## src/rtl/rv_ctl_pkg.sv

```systemverilog
// rv_ctl_pkg
// Shared definitions for the multicycle RISC-V control plane:
//   - opcode / {opcode,funct3} decode keys for the supported instructions
//   - datapath mux-select encodings (PC, writeback, immediate, ALU A/B, ALU op)
//   - controller state type and a helper that flags the memory states
package rv_ctl_pkg;

   // Major opcodes (instr[6:0])
   localparam logic [6:0] OP_LOAD   = 7'b0000011;
   localparam logic [6:0] OP_STORE  = 7'b0100011;
   localparam logic [6:0] OP_ALU    = 7'b0110011;
   localparam logic [6:0] OP_ALUI   = 7'b0010011;
   localparam logic [6:0] OP_BRANCH = 7'b1100011;
   localparam logic [6:0] OP_JAL    = 7'b1101111;

   // Decode keys {instr[6:0], instr[14:12]}; R-type ALU and JAL ignore funct3
   localparam logic [9:0] OPF_LW   = {OP_LOAD,   3'b010};
   localparam logic [9:0] OPF_SW   = {OP_STORE,  3'b010};
   localparam logic [9:0] OPF_BEQ  = {OP_BRANCH, 3'b000};
   localparam logic [9:0] OPF_ADDI = {OP_ALUI,   3'b000};
   localparam logic [9:0] OPF_XORI = {OP_ALUI,   3'b100};

   // PC source
   localparam logic       PC_INC = 1'b0;
   localparam logic       PC_ALU = 1'b1;
   // Writeback select
   localparam logic [1:0] WB_PC     = 2'd0;
   localparam logic [1:0] WB_ALUOUT = 2'd1;
   localparam logic [1:0] WB_MDR    = 2'd2;
   // Immediate type (IMM_L covers loads and I-type ALU ops)
   localparam logic [1:0] IMM_B = 2'd0;
   localparam logic [1:0] IMM_L = 2'd1;
   localparam logic [1:0] IMM_S = 2'd2;
   localparam logic [1:0] IMM_J = 2'd3;
   // ALU operand selects
   localparam logic [1:0] ALUA_REG = 2'd0;
   localparam logic [1:0] ALUA_PCC = 2'd1;
   localparam logic [1:0] ALUB_REG = 2'd0;
   localparam logic [1:0] ALUB_IMM = 2'd1;
   // ALU operation, encoded as {funct3, instr[30]}
   localparam logic [3:0] ALU_ADD = 4'b0000;
   localparam logic [3:0] ALU_SUB = 4'b0001;

   typedef enum logic [3:0] {
      S_FETCH, S_DECODE, S_ADDR, S_LW_MEM, S_LW_WB, S_SW_MEM,
      S_RTYPE_ALU, S_ITYPE_ALU, S_ALU_WB, S_BEQ_EXEC, S_JAL_EXEC, S_ERROR
   } state_e;

   // States that hold a memory request open
   function automatic logic is_mem_state(state_e s);
      return (s == S_FETCH) || (s == S_LW_MEM) || (s == S_SW_MEM);
   endfunction

endpackage

```

## src/rtl/rv_ctl_hs_if.sv

```systemverilog
// rv_ctl_hs_if
// Request/ready handshake between the controller and the unified memory.
//   mem_req   : request valid (controller -> memory)
//   memrw     : 1 = write, 0 = read; valid with mem_req
//   mem_ready : memory completes the current request (memory -> controller)
interface rv_ctl_hs_if;
   logic mem_req;
   logic memrw;
   logic mem_ready;

   modport master (output mem_req, output memrw, input mem_ready);
   modport slave  (input mem_req, input memrw, output mem_ready);
endinterface

```

## src/rtl/rv_mem_wait.sv

```systemverilog
// rv_mem_wait
// Wait-state counter with timeout compare for one memory request.
//   clk, rst : clock, asynchronous active-high reset
//   start    : clear the counter (asserted on the cycle a memory state is entered)
//   ready    : 1 when no wait is being spent this cycle
//   expired  : this cycle is the TIMEOUT-th wait cycle with no ready
module rv_mem_wait #(
   parameter int TIMEOUT = 15
) (
   input  logic clk,
   input  logic rst,
   input  logic start,
   input  logic ready,
   output logic expired
);
   // Counter holds the number of wait cycles already spent, so the
   // TIMEOUT-th wait cycle is the one that sees TIMEOUT-1 here.
   localparam logic [7:0] LAST = 8'(TIMEOUT - 1);

   logic [7:0] cnt_q, cnt_d;

   always_comb begin
      cnt_d = cnt_q;
      if (start) begin
         cnt_d = '0;
      end else if (!ready && (cnt_q != LAST)) begin
         cnt_d = cnt_q + 8'd1;
      end
   end

   always_ff @(posedge clk or posedge rst) begin
      if (rst) begin
         cnt_q <= '0;
      end else begin
         cnt_q <= cnt_d;
      end
   end

   // A ready on the limit cycle wins over the timeout
   assign expired = !ready && (cnt_q == LAST);
endmodule

```

## src/rtl/rv_ctl_hs.sv

```systemverilog
// rv_ctl_hs
// Multicycle RISC-V controller with memory handshake, I-type ALU path,
// retired-instruction counter and error/illegal status.
//   clk, rst        : clock, asynchronous active-high reset
//   instr, zero     : IR contents and ALU zero flag from the datapath
//   mem             : request/ready handshake to memory (master side)
//   pcsourse..alusel: datapath control strobes and mux selects
//   instret         : retired-instruction count (wraps)
//   mem_err         : sticky memory-timeout flag
//   illegal         : one-cycle pulse on an unimplemented instruction
module rv_ctl_hs
   import rv_ctl_pkg::*;
#(
   parameter int TIMEOUT  = 15,
   parameter int EN_ITYPE = 1,
   parameter int CNT_W    = 32
) (
   input  logic             clk,
   input  logic             rst,
   input  logic [31:0]      instr,
   input  logic             zero,
   rv_ctl_hs_if.master      mem,
   output logic             pcsourse,
   output logic             pcwrite,
   output logic             pccen,
   output logic             irwrite,
   output logic             mdrwrite,
   output logic [1:0]       wbsel,
   output logic             regwen,
   output logic [1:0]       immsel,
   output logic [1:0]       asel,
   output logic [1:0]       bsel,
   output logic [3:0]       alusel,
   output logic [CNT_W-1:0] instret,
   output logic             mem_err,
   output logic             illegal
);
   localparam bit ITYPE_ON = (EN_ITYPE != 0);

   state_e           state_q, state_d;
   logic [CNT_W-1:0] instret_q;
   logic             mem_err_q;
   logic             mem_req_c, memrw_c;
   logic             retire, set_err;
   logic             wait_start, wait_ready, wait_expired;

   logic [9:0] key;
   logic [6:0] opc;
   assign key = {instr[6:0], instr[14:12]};
   assign opc = instr[6:0];

   // Fields of the IR the controller never looks at
   logic unused_instr_bits;
   assign unused_instr_bits = ^{instr[31], instr[29:15], instr[11:7]};

   // Outside a memory state there is no wait to count
   assign wait_ready = is_mem_state(state_q) ? mem.mem_ready : 1'b1;
   assign wait_start = is_mem_state(state_d) && (state_d != state_q);

   rv_mem_wait #(.TIMEOUT(TIMEOUT)) u_wait (
      .clk     (clk),
      .rst     (rst),
      .start   (wait_start),
      .ready   (wait_ready),
      .expired (wait_expired)
   );

   always_comb begin
      state_d   = state_q;
      mem_req_c = 1'b0;
      memrw_c   = 1'b0;
      pcsourse  = PC_INC;
      pcwrite   = 1'b0;
      pccen     = 1'b0;
      irwrite   = 1'b0;
      mdrwrite  = 1'b0;
      wbsel     = WB_PC;
      regwen    = 1'b0;
      immsel    = IMM_B;
      asel      = ALUA_REG;
      bsel      = ALUB_REG;
      alusel    = ALU_ADD;
      illegal   = 1'b0;
      retire    = 1'b0;
      set_err   = 1'b0;
      // Reset is asynchronous: gate the outputs directly so an open
      // request drops in the same cycle rst rises.
      if (!rst) begin
         unique case (state_q)
            S_FETCH: begin
               mem_req_c = 1'b1;
               if (mem.mem_ready) begin
                  pcwrite = 1'b1;
                  pccen   = 1'b1;
                  irwrite = 1'b1;
                  state_d = S_DECODE;
               end else if (wait_expired) begin
                  set_err = 1'b1;
                  state_d = S_ERROR;
               end
            end
            S_DECODE: begin
               // Branch target precomputed from the PC copy
               asel   = ALUA_PCC;
               bsel   = ALUB_IMM;
               immsel = IMM_B;
               if (key == OPF_LW || key == OPF_SW)                  state_d = S_ADDR;
               else if (opc == OP_ALU)                             state_d = S_RTYPE_ALU;
               else if (key == OPF_BEQ)                            state_d = S_BEQ_EXEC;
               else if (opc == OP_JAL)                             state_d = S_JAL_EXEC;
               else if (ITYPE_ON && (key == OPF_ADDI || key == OPF_XORI)) state_d = S_ITYPE_ALU;
               else begin
                  illegal = 1'b1;
                  state_d = S_FETCH;
               end
            end
            S_ADDR: begin
               bsel    = ALUB_IMM;
               immsel  = (key == OPF_SW) ? IMM_S : IMM_L;
               state_d = (key == OPF_SW) ? S_SW_MEM : S_LW_MEM;
            end
            S_LW_MEM: begin
               mem_req_c = 1'b1;
               if (mem.mem_ready) begin
                  mdrwrite = 1'b1;
                  state_d  = S_LW_WB;
               end else if (wait_expired) begin
                  set_err = 1'b1;
                  state_d = S_ERROR;
               end
            end
            S_LW_WB: begin
               wbsel   = WB_MDR;
               regwen  = 1'b1;
               retire  = 1'b1;
               state_d = S_FETCH;
            end
            S_SW_MEM: begin
               mem_req_c = 1'b1;
               memrw_c   = 1'b1;
               if (mem.mem_ready) begin
                  retire  = 1'b1;
                  state_d = S_FETCH;
               end else if (wait_expired) begin
                  set_err = 1'b1;
                  state_d = S_ERROR;
               end
            end
            S_RTYPE_ALU: begin
               alusel  = {instr[14:12], instr[30]};
               state_d = S_ALU_WB;
            end
            S_ITYPE_ALU: begin
               immsel  = IMM_L;
               bsel    = ALUB_IMM;
               alusel  = {instr[14:12], 1'b0};
               state_d = S_ALU_WB;
            end
            S_ALU_WB: begin
               wbsel   = WB_ALUOUT;
               regwen  = 1'b1;
               retire  = 1'b1;
               state_d = S_FETCH;
            end
            S_BEQ_EXEC: begin
               alusel   = ALU_SUB;
               pcsourse = PC_ALU;
               pcwrite  = zero;
               retire   = 1'b1;
               state_d  = S_FETCH;
            end
            S_JAL_EXEC: begin
               asel     = ALUA_PCC;
               bsel     = ALUB_IMM;
               immsel   = IMM_J;
               pcsourse = PC_ALU;
               pcwrite  = 1'b1;
               regwen   = 1'b1;
               wbsel    = WB_PC;
               retire   = 1'b1;
               state_d  = S_FETCH;
            end
            default: state_d = S_ERROR;  // S_ERROR is terminal until reset
         endcase
      end
   end

   always_ff @(posedge clk or posedge rst) begin
      if (rst) begin
         state_q   <= S_FETCH;
         instret_q <= '0;
         mem_err_q <= 1'b0;
      end else begin
         state_q <= state_d;
         if (retire)  instret_q <= instret_q + CNT_W'(1);
         if (set_err) mem_err_q <= 1'b1;
      end
   end

   assign mem.mem_req = mem_req_c;
   assign mem.memrw   = memrw_c;
   assign instret     = instret_q;
   assign mem_err     = mem_err_q;
endmodule

```

## src/flat_wrapper.sv

```systemverilog
// flat-port wrapper written by rule: the top's interface ports become plain ports
module rv_ctl_hs_flat import rv_ctl_pkg::*;
#(
   parameter int TIMEOUT  = 15,
   parameter int EN_ITYPE = 1,
   parameter int CNT_W    = 32
)
  (clk, rst, instr, zero, pcsourse, pcwrite, pccen, irwrite, mdrwrite, wbsel, regwen, immsel, asel, bsel, alusel, instret, mem_err, illegal, mem_mem_req, mem_memrw, mem_mem_ready);
  rv_ctl_hs_if mem_i ();
  input  logic clk;
  input  logic rst;
  input  logic [31:0] instr;
  input  logic zero;
  output logic pcsourse;
  output logic pcwrite;
  output logic pccen;
  output logic irwrite;
  output logic mdrwrite;
  output logic [1:0] wbsel;
  output logic regwen;
  output logic [1:0] immsel;
  output logic [1:0] asel;
  output logic [1:0] bsel;
  output logic [3:0] alusel;
  output logic [CNT_W-1:0] instret;
  output logic mem_err;
  output logic illegal;
  output wire logic [$bits(mem_i.mem_req)-1:0] mem_mem_req;
  output wire logic [$bits(mem_i.memrw)-1:0] mem_memrw;
  input wire logic [$bits(mem_i.mem_ready)-1:0] mem_mem_ready;
  assign mem_mem_req = mem_i.mem_req;
  assign mem_memrw = mem_i.memrw;
  assign mem_i.mem_ready = mem_mem_ready;
  rv_ctl_hs #(.TIMEOUT(TIMEOUT), .EN_ITYPE(EN_ITYPE), .CNT_W(CNT_W)) u_core (.clk(clk), .rst(rst), .instr(instr), .zero(zero), .mem(mem_i), .pcsourse(pcsourse), .pcwrite(pcwrite), .pccen(pccen), .irwrite(irwrite), .mdrwrite(mdrwrite), .wbsel(wbsel), .regwen(regwen), .immsel(immsel), .asel(asel), .bsel(bsel), .alusel(alusel), .instret(instret), .mem_err(mem_err), .illegal(illegal));
endmodule
```

## config.mk

```make
export PLATFORM = sky130hd
export DESIGN_NAME = rv_ctl_hs_flat
export DESIGN_NICKNAME = d
export VERILOG_FILES = /design/src/rtl/rv_ctl_pkg.sv /design/src/rtl/rv_ctl_hs_if.sv /design/src/rtl/rv_mem_wait.sv /design/src/rtl/rv_ctl_hs.sv /design/src/flat_wrapper.sv
export SDC_FILE = /design/constraint.sdc
export NUM_CORES = 1
export LEC_CHECK = 0
export ABC_AREA = 1
export CORE_MARGIN = 10
export CORE_UTILIZATION = 26
export DETAILED_ROUTE_END_ITERATION = 8
export GPL_ROUTABILITY_DRIVEN = 0
export PLACE_DENSITY = 0.51
export SLEW_MARGIN = 5
export SYNTH_ARGS = -nofsm -noshare
export SYNTH_HDL_FRONTEND = slang
export SYNTH_SLANG_ARGS = --single-unit
```

## constraint.sdc

```tcl
create_clock -name clk -period 3.8 [get_ports clk]
set_input_delay 0.76 -clock clk [delete_from_list [all_inputs] [get_ports clk]]
set_output_delay 0.76 -clock clk [all_outputs]
set_load 0.03 [all_outputs]
```

## Word level (Yosys, flattened, before mapping)

Cells that the tools add are included.

- Register bits after elaboration: 45
- Latch bits: 0
- Bits in writable memories: 0
- Memory bits (read-only): 0
- Memories kept: 0

- Add/sub/neg operators: 2
- $mul: 0
- Div/mod/pow operators: 0
- Order comparisons: 0
- Eq/ne operators: 22
- Shift operators: 0
- Mux-type cells: 54
- Bitwise gates (word level): 0
- Reduce and logical (&&, ||, !) cells: 20

Operators by type and width:

| cell | count |
|---|---|
| $mux 4 | 10 |
| $add 32x1->32 const B | 1 |
| $mux 1 | 29 |
| $pmux 4 s7 | 1 |
| $eq 10x8->1 const B | 2 |
| $eq 4x3->1 const B | 5 |
| $mux 8 | 2 |
| $eq 4x2->1 const B | 3 |
| $eq 4x4->1 const B | 3 |
| $pmux 4 s3 | 1 |
| $eq 10x10->1 const B | 1 |
| $eq 10x5->1 const B | 1 |
| $eq 10x9->1 const B | 1 |
| $mux 2 | 5 |
| $add 8x1->8 const B | 1 |
| $eq 8x4->1 const B | 1 |
| $logic_not 4->1 | 2 |
| $ne 8x4->1 const B | 1 |
| $reduce_or 4->1 | 2 |
| $eq 7x6->1 const B | 1 |
| $eq 7x7->1 const B | 1 |
| $logic_or 1x1->1 | 6 |
| $mux 3 | 2 |
| $pmux 2 s3 | 1 |
| other kinds (10) | 15 |

## Depth between registers and ports, before layout

Gate-level depths: netlist of the first run.

- Depth after elaboration: 15
- Mapped depth: 14

## Modules after synthesis

Synthesis of the first run repeated with hierarchy kept, for this count alone.

- Cells, all modules: 439
- Area total of the unflattened synthesis: 3,139.3 um^2

By module, submodules not included:

| module | instances | cells an instance | area an instance (um^2) | sequential area each (um^2) |
|---|---|---|---|---|
| rv_ctl_hs | 1 | 368 | 2,621.3 | 925.9 |
| rv_mem_wait | 1 | 71 | 518.0 | 200.2 |

## Worst setup path before layout of the first run

OpenSTA, ideal clock, no wires.

- Kind: input -> output
- Start: input rst
- End: output pcwrite
- Arrival: 2.030 ns
- Setup slack: 1.010 ns
- Cell stages on the path: 5
- Cells stage by stage: buf_2 -> inv_1 -> buf_2 -> nand2_1 -> inv_1

- Cells in the longest elaborated chain, start to end: 1

RTL lines:

| what | line | text |
|---|---|---|
| start: declaration | flat_wrapper.sv:11 | `input logic rst;` |
| $mux 1 | rv_ctl_hs.sv:88 | `if (!rst) begin` |
| end: declaration | flat_wrapper.sv:15 | `output logic pcwrite;` |

Every way passes these cells.

## Final worst setup path of the first run

- Start: input instr[3]
- End: output immsel[1]

- Cells in the longest elaborated chain, start to end: 4

RTL lines:

| what | line | text |
|---|---|---|
| start: declaration | flat_wrapper.sv:12 | `input logic [31:0] instr;` |
| $eq 10x9->1 | rv_ctl_hs.sv:119 | `immsel = (key == OPF_SW) ? IMM_S : IMM_L;` |
| $mux 2 | rv_ctl_hs.sv:119 |  |
| $pmux 2 s3 | rv_ctl_hs.sv:89 | `unique case (state_q)` |
| $mux 2 | rv_ctl_hs.sv:88 |  |
| end: declaration | flat_wrapper.sv:21 | `output logic [1:0] immsel;` |

Every way passes these cells.

==> results of run 1 <==
[cells in the final DEF (no fill, tap or decap), types with 3 or more instances in the layout]
cell type and instances:
a21oi_1 20, clkbuf_16 5, clkdlybuf4s50_1 65, dfrtp_1 45, ha_1 3, inv_1 51
inv_2 6, nand2_1 83, nand2_2 7, nand3_1 36, nand3_2 4, nand4_1 14
nor2_1 69, nor2_2 9, nor3_1 17, nor4_1 3, o21ai_0 7, xnor2_1 6
xor2_1 30
[sequential cells by signal, summed over array words and instances, names as in the netlist]
register	cells
u_core.u_wait.cnt_q	8
u_core.mem_err	1
u_core.instret	32
u_core.state_q	4
[power by group through the flow]
stage | Clock (mW) | Combinational [mW] | Sequential [mW]
2_1_floorplan | 0 | 0.477 | 0.740
3_3_place_gp | 0 | 0.815 | 0.670
3_5_place_dp | 0 | 0.824 | 0.670
4_1_cts | 0.452 | 0.830 | 0.665
5_1_grt | 0.477 | 0.908 | 0.683
6_report | 0.437 | 0.819 | 0.666
[worst min-delay path by stage]
| stage | start | to | slack, ps |
|---|---|---|---|
| global route | u_core.instret[31]$_DFFE_PP0P_ | u_core.instret[31]$_DFFE_PP0P_ | 520 |
| finish | u_core.instret[31]$_DFFE_PP0P_ | u_core.instret[31]$_DFFE_PP0P_ | 470 |
| CTS | u_core.instret[31]$_DFFE_PP0P_ | u_core.instret[31]$_DFFE_PP0P_ | 480 |
| floorplan | u_core.u_wait.cnt_q[7]$_DFFE_PP0P_ | u_core.u_wait.cnt_q[7]$_DFFE_PP0P_ | 530 |
| detailed placement | u_core.instret[31]$_DFFE_PP0P_ | u_core.instret[31]$_DFFE_PP0P_ | 470 |
| global placement | u_core.instret[31]$_DFFE_PP0P_ | u_core.instret[31]$_DFFE_PP0P_ | 460 |
[per-stage QoR]
stage / util [%] / cell area, um2 / power [mW]
CTS: 34.4 / 4100 / 1.95
detailed placement: 33.2 / 3950 / 1.49
global route: 34.4 / 4100 / 2.07
global placement: 33.2 / 3950 / 1.49
floorplan: - / 3150 / 1.22
finish: 34.4 / 4100 / 1.92
[cells by family after synthesis]
kind of cell | Yosys count
XOR/XNOR | 36
AO/OA/AOI/OAI | 35
other | 1
flip-flops | 45
AND/OR/NAND/NOR | 249
adder cells (fa/ha/maj) | 3
buffers and inverters | 66
[metal layers]
metal / GRT usage, % / routed length, um / vias up
met3: 2.72 / 509 / 4
met1: 13.2 / 3910 / 1403
li1: - / - / 1520
met2: 19.3 / 4350 / 57
met4: 1.65 / 29 / 0
met5: 0 / 0 / -
[cell type report]
| type | count | area [um2] | share of cell area [%] |
|---|---|---|---|
| Sequential cell | 45 | 1130 | 27.5 |
| Multi-Input combinational cell | 325 | 1740 | 42.5 |
| Tap cell | 147 | 184 | 4.49 |
| Inverter | 57 | 214 | 5.22 |
| Clock buffer | 5 | 125 | 3.05 |
| Timing Repair Buffer | 68 | 686 | 16.7 |
| Clock inverter | 3 | 21.3 | 0.519 |
==> flow_metrics.env, run 1 <==
export IMPL_grt_pass1_vias=3081
export IMPL_synth_avg_cell_area_um2=7.22
export IMPL_cp_buffers_inverters=3
export IMPL_p_comb_share_pct=42.6
export IMPL_syn_inst=435
export IMPL_rrSetupSlack_ps=1560
export IMPL_leakage_nw=1.86
export IMPL_r2r_end="u_core.u_wait.cnt_q[3]$_DFFE_PP0P_"
export IMPL_cts_tree="done"
export IMPL_whs_ps=473
export IMPL_timing_slew_headroom_pct=54.0
export IMPL_cts_htree_levels=2
export IMPL_fin_crit_ps=3390
export IMPL_fillCellCount=1272
export IMPL_die_area_um2=16900
export IMPL_synth_seq_cells=45
export IMPL_pre_cts_slack_ps=398
export IMPL_yosysMostFrequentCell="nand2_1"
export IMPL_cp_depth=7
export IMPL_switching_share_pct=43.3
export IMPL_reg2reg_depth=11
export IMPL_initial_core_util_pct=26.4
export IMPL_final_cells=650
export IMPL_worst_slack_ps=409
export IMPL_critPathLaunchType="primary input"
export IMPL_required_ps=3040
export IMPL_r2r_start="u_core.u_wait.cnt_q[0]$_DFFE_PP0P_"
export IMPL_postCtsSetupBuffers=0
export IMPL_max_stage_delay_ps=690
export IMPL_avgRoutedWirePerCell_um=13.5
export IMPL_slew_violations=0
export IMPL_endpoint_kind="output port"
export IMPL_startpoint="instr[3]"
export IMPL_power_frac_clock_pct=22.7
export IMPL_grt_pass1_wl_um=15200
export IMPL_antenna_found_initial=0
export IMPL_p_seq_share_pct=34.7
export IMPL_dr_pass1_iters=4
export IMPL_synth_adder_area_share_pct=1.19
export IMPL_fin_setup_tns_ps=0
export IMPL_hold_viol=0
export IMPL_die_w_um=130
export IMPL_ys_async_sr_fraction_pct=100
export IMPL_cts_root_buf="clkbuf_16"
export IMPL_gr_total_overflow=0
export IMPL_drt_total_wl_um=8800
export IMPL_viasPerCell=4.59
export IMPL_ys_warnings_count=0
export IMPL_synth_area_leader_cell="dfrtp_1"
export IMPL_synth_xor_area_share_pct=10.0
export IMPL_diodes=0
export IMPL_synth_edff_count=0
export IMPL_crit_top_cell="clkdlybuf4s50_1"
export IMPL_path_delay_family="buffers and inverters"
export IMPL_numPortBuffers=66
export IMPL_core_area_um2=11900
export IMPL_hold_class="flop to flop"
export IMPL_power_internal_mw=1.09
export IMPL_drcViolationCount=0
export IMPL_cp_max_fo=6
export IMPL_clk_pin_slew_worst_paths_ps=60
export IMPL_ys_seq_area_share_pct=35.8
export IMPL_worstSetupPathType="primary input to output port"
export IMPL_fp_row_count=40
export IMPL_synth_simple_area_share_pct=37.9
export IMPL_numCtsBuffers=5
export IMPL_cp_cell_sequence="clkdlybuf4s50_1, inv_2, nand2_1, nor2_2, nand4_1, a21oi_1, clkdlybuf4s50_1"
export IMPL_finClkSkew_ps=11.3
export IMPL_peakVddDrop_uv=316
export IMPL_rsz0062_at_grt="no"
export IMPL_yosys_mux_area_fraction_pct=0
export IMPL_fmax_mhz=295
export IMPL_power_switching_uw=832
export IMPL_synth_compound_area_share_pct=6.05
export IMPL_holdBufCountCts=0
export IMPL_endpoint="immsel[1]"
export IMPL_num_io_pins=90
export IMPL_syn_area_um2=3140
export IMPL_synth_distinct_cells=33
export IMPL_hpwlAfterDp_um=6990
export IMPL_ant_nets=0
export IMPL_drv_cap=0
export IMPL_pwr_density_cell_nw_per_um2=469
export IMPL_num_vias=2984
export IMPL_synth_top_family_by_area="simple AND/OR/NAND/NOR gates"
export IMPL_crit_arrival_ps=2630
export IMPL_synth_ff_type="dfrtp_1"
export IMPL_hold_depth=1
export IMPL_area_growth_pct=30.4
export IMPL_setup_viol=0
export IMPL_synth_area_leaders="dfrtp_1 (36%), nand2_1 (9.9%), xor2_1 (8.4%)"
export IMPL_synth_top_area_share_pct=35.8
export IMPL_fin_crit_sh_pct=89.2
export IMPL_synth_top_cells_by_count="nand2_1 (83), nor2_1 (69), inv_1 (52)"
export IMPL_die_h_um=130
export IMPL_grt_use_total_pct=10.9
export IMPL_worstMarginPinSlew_ps=690
export IMPL_clk_latency_ps=290
export IMPL_dp_cells=642
export IMPL_drive_gt1_share_pct=9.15
export IMPL_cts_resized_gates=0
export IMPL_worst_path_max_delay_cell="clkdlybuf4s50_1"
export IMPL_clockBufferDepth=2
export IMPL_grt_max_degree=55
export IMPL_dr_first_iter_drc_count=100
export IMPL_final_nets=541
export IMPL_status="finished, final reports clean"
export IMPL_cts_sinks=45
Note: power is estimated with default switching activity, not from simulation.
==> run 2, diff against run 1 <==
--- a/config.mk
+++ b/config.mk
@@ -11,6 +11,7 @@
 export DETAILED_ROUTE_END_ITERATION = 8
 export GPL_ROUTABILITY_DRIVEN = 0
 export PLACE_DENSITY = 0.51
+export REMOVE_ABC_BUFFERS = 1
 export SLEW_MARGIN = 5
 export SYNTH_ARGS = -nofsm -noshare
 export SYNTH_HDL_FRONTEND = slang
==> run 2 against run 1 <==
Sequential cell count unchanged. Combinational power about the same. Cell count increased by 0.31%. Clock-buffer cell count increased by 2. Global-route usage decreased by 0.063 points. Via count decreased by 0.34%. Core utilization increased by 0.26 points. Fmax decreased by 0.57%. Die area unchanged. Sequential power about the same. Hold slack got worse by 4.1 ps. Register-to-register slack about the same.
==> flow_metrics.env, run 2 (synthesized netlist as in run 1, its figures left out) <==
export IMPL_status="finished, final reports clean"
export IMPL_postCtsSetupBuffers=0
export IMPL_area_growth_pct=31.4
export IMPL_clk_pin_slew_worst_paths_ps=60
export IMPL_fp_row_count=40
export IMPL_drive_gt1_share_pct=9.11
export IMPL_viasPerCell=4.56
export IMPL_clockBufferDepth=2
export IMPL_worstSetupPathType="primary input to output port"
export IMPL_endpoint_kind="output port"
export IMPL_fin_crit_sh_pct=89.7
export IMPL_dr_pass1_iters=4
export IMPL_num_vias=2974
export IMPL_whs_ps=469
export IMPL_cp_cell_sequence="clkdlybuf4s50_1, inv_1, nand2_1, nor2_2, nand4_1, a21oi_1, clkdlybuf4s50_1"
export IMPL_fin_crit_ps=3410
export IMPL_max_stage_delay_ps=690
export IMPL_cts_htree_levels=2
export IMPL_avgRoutedWirePerCell_um=13.5
export IMPL_grt_pass1_vias=3007
export IMPL_cts_root_buf="clkbuf_16"
export IMPL_cts_resized_gates=0
export IMPL_drv_cap=0
export IMPL_min_from="u_core.instret[31]$_DFFE_PP0P_"
export IMPL_cts_sinks=45
export IMPL_ant_nets=0
export IMPL_endpoint="immsel[1]"
export IMPL_r2r_end="u_core.instret[30]$_DFFE_PP0P_"
export IMPL_antenna_found_initial=0
export IMPL_layout_common_cells="nand2_1 (83), nor2_1 (69), clkdlybuf4s50_1 (66)"
export IMPL_startpoint="instr[4]"
export IMPL_rrSetupSlack_ps=1550
export IMPL_dr_first_iter_drc_count=110
export IMPL_slew_violations=0
export IMPL_drcViolationCount=0
export IMPL_fmax_mhz=293
export IMPL_num_io_pins=90
export IMPL_largest_reg_flops=32
export IMPL_cp_max_fo=5
export IMPL_peakVddDrop_uv=316
export IMPL_final_cells=652
export IMPL_finClkSkew_ps=9.32
export IMPL_fillCellCount=1281
export IMPL_pwr_density_cell_nw_per_um2=482
export IMPL_crit_arrival_ps=2650
export IMPL_timing_slew_headroom_pct=62.0
export IMPL_numCtsBuffers=5
export IMPL_r2r_start="u_core.state_q[1]$_DFF_PP0_"
export IMPL_initial_core_util_pct=26.4
export IMPL_grt_max_degree=40
export IMPL_gr_total_overflow=0
export IMPL_clk_latency_ps=290
export IMPL_fin_setup_tns_ps=0
export IMPL_numPortBuffers=66
export IMPL_crit_top_cell="clkdlybuf4s50_1"
export IMPL_setup_viol=0
export IMPL_worst_path_max_delay_cell="clkdlybuf4s50_1"
export IMPL_critPathLaunchType="primary input"
export IMPL_place_area_um2=3960
export IMPL_drt_total_wl_um=8780
export IMPL_final_common_cell="nand2_1"
export IMPL_core_area_um2=11900
export IMPL_rsz0062_at_grt="no"
export IMPL_die_w_um=130
export IMPL_final_nets=543
export IMPL_grt_pass1_wl_um=15100
export IMPL_die_h_um=130
export IMPL_grt_use_total_pct=10.8
export IMPL_post_route_util_pct=34.7
export IMPL_worstMarginPinSlew_ps=566
export IMPL_required_ps=3040
export IMPL_holdBufCountCts=0
export IMPL_diodes=0
export IMPL_hpwlAfterDp_um=7010
export IMPL_die_area_um2=16900
export IMPL_final_area_um2=4130
export IMPL_hold_class="flop to flop"
export IMPL_leakage_nw=1.88
export IMPL_dp_cells=644
export IMPL_hold_viol=0
export IMPL_cts_tree="done"
export IMPL_reg2reg_depth=12
==> run 2: report_power, final <==
group | switching (mW) | internal, mW | leakage (nW) | total, mW
combinational | 0.526 | 0.290 | 1.21 | 0.816
sequential | 0.109 | 0.555 | 0.585 | 0.664
clock | 0.180 | 0.329 | 0.0841 | 0.509
==> run 2: final cells by class <==
cell class | count | area (um2) | area share (%)
Inverter | 57 | 214 | 5.18
Tap cell | 147 | 184 | 4.45
Multi-Input combinational cell | 325 | 1740 | 42.2
Clock inverter | 1 | 30.0 | 0.727
Timing Repair Buffer | 70 | 691 | 16.7
Sequential cell | 45 | 1130 | 27.3
Clock buffer | 7 | 143 | 3.45
==> run 2: worst min path at each step <==
stage | slack (ps) | cells past startpoint | endpoint
2_1_floorplan | 530 | 2 | u_core.u_wait.cnt_q[7]$_DFFE_PP0P_
3_3_place_gp | 460 | 1 | u_core.instret[31]$_DFFE_PP0P_
3_5_place_dp | 460 | 1 | u_core.instret[31]$_DFFE_PP0P_
4_1_cts | 470 | 1 | u_core.instret[31]$_DFFE_PP0P_
5_1_grt | 490 | 1 | u_core.instret[31]$_DFFE_PP0P_
6_report | 470 | 1 | u_core.instret[31]$_DFFE_PP0P_
==> run 2: worst max-delay path, delay by kind of cell <==
family	cells	cell delay, ps
AOI/OAI and AO/OA	1	160
buffers and inverters	3	1310
and+or+nand+nor	3	420
==> run 2: layer usage <==
| metal | global-route usage [%] | routed length (um) | up-vias | share of wire [%] |
|---|---|---|---|---|
| met3 | 3.20 | 533 | 9 | 6.1 |
| met5 | 0 | 0 | - | 0 |
| met4 | 2.31 | 71 | 0 | 0.81 |
| li1 | - | - | 1530 | - |
| met2 | 18.8 | 4390 | 56 | 50 |
| met1 | 12.9 | 3780 | 1379 | 43 |
==> run 2: through the flow <==
step / worst slack (ps) / power [mW]
2_1_floorplan: -1.54 / 1.19
5_1_grt: 207 / 2.14
3_5_place_dp: 384 / 1.49
6_report: 390 / 1.99
3_3_place_gp: 383 / 1.48
4_1_cts: 379 / 2.01
